## config.mk

```make
export PLATFORM = sky130hd
export DESIGN_NAME = sand_scanner
export DESIGN_NICKNAME = d
export VERILOG_FILES = /design/src/rtl/sand_scanner.sv
export SDC_FILE = /design/constraint.sdc
export NUM_CORES = 1
export LEC_CHECK = 0
export BUFFER_PORTS_ARGS = -buffer_cell sky130_fd_sc_hd__buf_4
export CORE_MARGIN = 1.5
export CORE_UTILIZATION = 50
export DETAILED_ROUTE_END_ITERATION = 16
export MAX_ROUTING_LAYER = met4
export PLACE_DENSITY = 0.9
export SLEW_MARGIN = 20
export SYNTH_ARGS = -nofsm -noshare
export SYNTH_HDL_FRONTEND = slang
export SYNTH_SLANG_ARGS = --single-unit
```

## constraint.sdc

```tcl
create_clock -name clk -period 4.1 [get_ports clk]
set_clock_uncertainty 0.05 [all_clocks]
set_input_delay 0.205 -clock clk [delete_from_list [all_inputs] [get_ports clk]]
set_output_delay 0.205 -clock clk [all_outputs]
set_load 0.005 [all_outputs]
```

## src/rtl/sand_scanner.sv

```systemverilog
// sand_scanner: frame sequencer for the sand-cell updater.
// Walks the grid bottom-up one row pair at a time. For every word column it
// reads the region word (row r) and the floor word (row r+1), holds them for
// the combinational updater, then writes both results back in place.
module sand_scanner #(
  parameter int unsigned WORDS_PER_ROW = 40,
  parameter int unsigned ROWS          = 480,
  parameter int unsigned ADDR_W        = 15,
  parameter int unsigned SPOUT_COL     = 20
) (
  input  logic              clk,
  input  logic              reset_n,
  input  logic              start,
  input  logic              spout_en,
  output logic              busy,
  output logic              done,
  output logic [ADDR_W-1:0] mem_addr,
  output logic              mem_rd,
  output logic              mem_wr,
  output logic [31:0]       mem_wdata,
  input  logic [31:0]       mem_rdata,
  output logic [31:0]       upd_region,
  output logic [31:0]       upd_floor,
  output logic              upd_screenbegin,
  output logic              upd_screenend,
  output logic              upd_screenbottom,
  output logic              upd_spout,
  input  logic [31:0]       upd_new_region,
  input  logic [31:0]       upd_new_floor
);

  localparam int unsigned COL_W = (WORDS_PER_ROW > 1) ? $clog2(WORDS_PER_ROW) : 1;
  localparam int unsigned ROW_W = $clog2(ROWS);

  localparam logic [ADDR_W-1:0] ROW_STRIDE  = ADDR_W'(WORDS_PER_ROW);
  // Base of the bottom-most row pair; computed at elaboration, no multiplier.
  localparam logic [ADDR_W-1:0] RBASE_FIRST = ADDR_W'((ROWS - 2) * WORDS_PER_ROW);
  localparam logic [COL_W-1:0]  COL_LAST    = COL_W'(WORDS_PER_ROW - 1);
  localparam logic [ROW_W-1:0]  ROW_FIRST   = ROW_W'(ROWS - 2);

  typedef enum logic [2:0] {
    S_IDLE, S_RD_R, S_RD_F, S_CAP, S_WR_R, S_WR_F, S_FIN
  } state_t;

  state_t            state_q;
  logic [ROW_W-1:0]  r_q;
  logic [COL_W-1:0]  col_q;
  logic [ADDR_W-1:0] rbase_q;
  logic              spout_q;
  logic              busy_q;
  logic              done_q;
  logic              rd_q;
  logic              wr_q;
  logic [ADDR_W-1:0] addr_q;
  logic [31:0]       region_q;
  logic [31:0]       floor_q;

  // Address helpers derived from the running row base and column.
  logic [ADDR_W-1:0] addr_region;
  logic [ADDR_W-1:0] addr_floor;
  logic [ADDR_W-1:0] rbase_up_d;

  assign addr_region = rbase_q + ADDR_W'(col_q);
  assign addr_floor  = addr_region + ROW_STRIDE;
  assign rbase_up_d  = rbase_q - ROW_STRIDE;

  // Sequencer: state, row/column walk and registered memory strobes.
  always_ff @(posedge clk) begin
    if (!reset_n) begin
      state_q  <= S_IDLE;
      r_q      <= '0;
      col_q    <= '0;
      rbase_q  <= '0;
      spout_q  <= 1'b0;
      busy_q   <= 1'b0;
      done_q   <= 1'b0;
      rd_q     <= 1'b0;
      wr_q     <= 1'b0;
      addr_q   <= '0;
      region_q <= '0;
      floor_q  <= '0;
    end else begin
      case (state_q)
        S_IDLE: begin
          if (start) begin
            spout_q <= spout_en;
            r_q     <= ROW_FIRST;
            col_q   <= '0;
            rbase_q <= RBASE_FIRST;
            busy_q  <= 1'b1;
            rd_q    <= 1'b1;
            addr_q  <= RBASE_FIRST;
            state_q <= S_RD_R;
          end
        end
        S_RD_R: begin
          addr_q  <= addr_floor;
          state_q <= S_RD_F;
        end
        S_RD_F: begin
          // Region word requested in RD_R arrives now.
          region_q <= mem_rdata;
          rd_q     <= 1'b0;
          addr_q   <= '0;
          state_q  <= S_CAP;
        end
        S_CAP: begin
          floor_q <= mem_rdata;
          wr_q    <= 1'b1;
          addr_q  <= addr_region;
          state_q <= S_WR_R;
        end
        S_WR_R: begin
          addr_q  <= addr_floor;
          state_q <= S_WR_F;
        end
        S_WR_F: begin
          wr_q <= 1'b0;
          if (col_q < COL_LAST) begin
            col_q   <= col_q + 1'b1;
            rd_q    <= 1'b1;
            addr_q  <= addr_region + 1'b1;
            state_q <= S_RD_R;
          end else if (r_q != '0) begin
            col_q   <= '0;
            r_q     <= r_q - 1'b1;
            rbase_q <= rbase_up_d;
            rd_q    <= 1'b1;
            addr_q  <= rbase_up_d;
            state_q <= S_RD_R;
          end else begin
            busy_q  <= 1'b0;
            done_q  <= 1'b1;
            addr_q  <= '0;
            state_q <= S_FIN;
          end
        end
        S_FIN: begin
          // start is deliberately not looked at here.
          done_q  <= 1'b0;
          state_q <= S_IDLE;
        end
        default: begin
          state_q <= S_IDLE;
        end
      endcase
    end
  end

  // Write data comes straight from the combinational updater.
  always_comb begin
    mem_wdata = '0;
    if (state_q == S_WR_R) begin
      mem_wdata = upd_new_region;
    end else if (state_q == S_WR_F) begin
      mem_wdata = upd_new_floor;
    end
  end

  assign busy       = busy_q;
  assign done       = done_q;
  assign mem_rd     = rd_q;
  assign mem_wr     = wr_q;
  assign mem_addr   = addr_q;
  assign upd_region = region_q;
  assign upd_floor  = floor_q;

  assign upd_screenbegin  = (col_q == '0);
  assign upd_screenend    = (col_q == COL_LAST);
  assign upd_screenbottom = (r_q == ROW_FIRST);
  assign upd_spout        = spout_q && (r_q == '0) && (32'(col_q) == SPOUT_COL);

endmodule
```

==> run metrics <==
GPL Wtd Cong=0.980; Power Density=382 nW/µm²; drt total wl=21.6 mm; Setup TNS=0 ns; starting density of the core=51.2%; Critical Path RT=4.37 ns; failing checks=negative hold slack; routed length per instance=18.2 µm; synthesized area=6150 µm²; Final min period=3.28 ns; critical path's largest stage delay=0.46 ns; Antenna Nets Post-Route=0; vias per cell=6.02; overall routing resource usage=33.5%; DP HPWL=14.3 mm; maximum net fanout on the critical path=8; WS Path Type=reg -> reg; largest buffer count on any clock path=2; chip height=114 µm; initial antenna violation count=0; fillers=891; status=finished, violations left; crit path DAT=3.55 ns; post-synth net total=924; Mean Syn Cell Area=7.56 µm²; multi-input logic area=3560 µm²; r2r setup slk=0.82 ns; WHS=-0.000206 ns; DRC=0; P_leak=0.00356 µW; core region area=12,000 µm²; DR iter-0 viols=724; io pins=219; CP cell instances=ha_1 > a211oi_4 > o22ai_4 > xor2_1 > nand3_1 > or4_1 > maj3_2 > o311ai_2; Setup crit start=col_q[4]$_SDFFE_PN0P_; Sink Count=114; CTS Root Cell=clkbuf_16; CTS tree=built; f_max=0.305 GHz; Max-slew headroom=16.3%; Crit. End Element=flop; clock latency on the worst-skew pair=0.41 ns; reg2reg end=mem_addr[14]$_SDFFE_PN0P_; TritonRoute pass-1 iters=5; Post-CTS Setup Inserts=0; synth warn=0; worst-case reg-to-reg path depth=8; full die area=13,000 µm²; layout cells sized above 1=26.3%; Critical Path Source Type=flop; sequential share of the synthesized area=37.1%; unrepaired setup endpoints after global routing=no; Cell variety after synth=70; gr ovfl total=0; top_reg_cell synth=dfxtp_1; top cells by area, synth=dfxtp_1 (37%), nand2_1 (11%), a21oi_1 (8.6%); first-pass GRT wire length=33.6 mm; VDD IR max=264 µV; most area-hungry cell type in the Yosys netlist=dfxtp_1; Worst Hold Depth=3; I/O Buffers=218; register area=2280 µm²; slowest CP cell=a211oi_4; clock slew at reported path FFs=0.06 ns; Max-Cap Viols=0; H-Tree Depth=4; ANT cells=0; Setup violations, final=0; count of state elements after synthesis=114; Rows=40; chip width=114 µm; utilization after layout=72.1%; Final Max Slew Viols=0; Worst Max-Slew Pin Slew=1.25 ns; largest net degree at the start of global routing=73; share of the synthesized area in the top cell type=37.1%; period utilization=80.0%; Async S/R FF share, synth=0%; CTS buffer count=17; vias in the first global route=6,635; Hold/Removal Path Class=in -> reg; CP endpoint=mem_addr[14]$_SDFFE_PN0P_; Post-synth EDFFs=0; final-report hold violation count=1; Cells after Synth=813; vias=7,124; R2R Path Start=col_q[4]$_SDFFE_PN0P_; Area Growth Syn to Fin=40.8%; nets@finish=1,135
## power breakdown
part	switching [µW]	internal, µW
clock	592	912
combinational	295	264
sequential	67.2	1170
## cell families after synthesis
logic type               count (synthesis)  share of synthesized area, %
AO/OA/AOI/OAI                          242                          25.7
AND/OR/NAND/NOR                        328                          23.9
multiplexers                             2                         0.346
other                                    1                        0.0610
flip-flops                             114                          37.1
buffers and inverters                   75                          4.87
adder cells (fa/ha/maj)                 13                          2.59
XOR/XNOR                                38                          5.42
## critical path, delay by kind of cell (launching register included)
kind / cells / cell delay [ns]
adder cells (fa/ha/maj): 2 / 0.69
AND/OR/NAND/NOR: 2 / 0.67
XOR/XNOR: 1 / 0.43
flip-flops: 1 / 0.45
AO/OA/AOI/OAI: 3 / 0.90
## layout by cell type (no fill, tap or decap), drive strengths merged, types with 5 or more instances in the layout
master,instances
buf,230
nand2,176
inv,18
dfxtp,114
o31a,5
clkbuf,17
xor2,13
nand4,12
a31oi,9
ha,11
xnor2,25
o31ai,7
a21oi,105
nand3,17
nor4,10
o211ai,5
o21ai,34
and2,8
nor3,14
nor2,57
a211oi,5
and3,5
dlygate4sd3,26
a22o,32
## routing by layer
layer  wire length (µm)  up-vias  GRT usage (%)
met4               1220        0           20.8
met3               1860       95           7.01
li1                   -     3305              -
met1               7930     3313           37.2
met5                  0        -              -
met2              10600      411           55.3
## what timing repair did
action	in CTS	in global routing
gates resized for setup	0	0
hold buffers	26	0
hold endpoints to repair	40	0
## cell usage after synthesis (3+ instances only)
master and number:
nand2_1 176, dfxtp_1 114, a21oi_1 105, clkbuf_1 57, nor2_1 57, a22o_1 32, o21ai_0 32, xnor2_1 25
nand3_1 17, nor3_1 14, xor2_1 13, nand4_1 12, ha_1 11, inv_1 10, a31oi_1 9, nor4_1 9
and2_1 8, o31ai_1 7, and3_1 5, o211ai_1 5, o31a_1 5, a211oi_1 4, a221oi_1 4, a32oi_1 4
nand2b_1 4, nand3b_1 4, o2111ai_1 4, a211o_1 3, and3b_1 3, nor2b_1 3, o21a_1 3, o22ai_1 3
or4_1 3
## final cells by class
cell class                      count  share of cell area, %
Clock inverter                     15                   1.98
Timing Repair Buffer              256                   23.0
Sequential cell                   114                   26.4
Multi-Input combinational cell    624                   41.2
Tap cell                          147                   2.12
Clock buffer                       17                   4.91
Inverter                           11                  0.477
## registers in the layout, indices dropped and copies added, names as in the netlist
| name | flops |
|---|---|
| spout_q | 1 |
| col_q | 6 |
| mem_rd | 1 |
| busy | 1 |
| done | 1 |
| r_q | 9 |
| mem_wr | 1 |
| mem_addr | 15 |
| upd_floor | 32 |
| state_q | 3 |
| rbase_q | 12 |
| upd_region | 32 |
## how the worst min path moves through the flow
stage                                  end                         from
5_1_grt         upd_floor[20]$_SDFFE_PN0P_                mem_rdata[20]
2_1_floorplan         spout_q$_SDFFE_PN0P_                     spout_en
6_report        upd_floor[13]$_SDFFE_PN0P_                mem_rdata[13]
3_5_place_dp   upd_region[24]$_SDFFE_PN0P_  upd_region[24]$_SDFFE_PN0P_
3_3_place_gp    upd_floor[18]$_SDFFE_PN0P_   upd_floor[18]$_SDFFE_PN0P_
4_1_cts         upd_floor[13]$_SDFFE_PN0P_                mem_rdata[13]
## per-stage QoR
step / total power, µW / instance area (µm²) / setup WS, ns / std cells
finish: 3300 / 8660 / 0.819 / 1184
global route: 3430 / 8660 / 0.640 / 1184
CTS: 3300 / 8660 / 0.861 / 1184
detailed placement: 1780 / 7800 / 0.878 / 1126
global placement: 1770 / 7800 / 0.926 / 1126
floorplan: 1540 / 6150 / 1.13 / 813
Power figures use the tool's default switching activity.
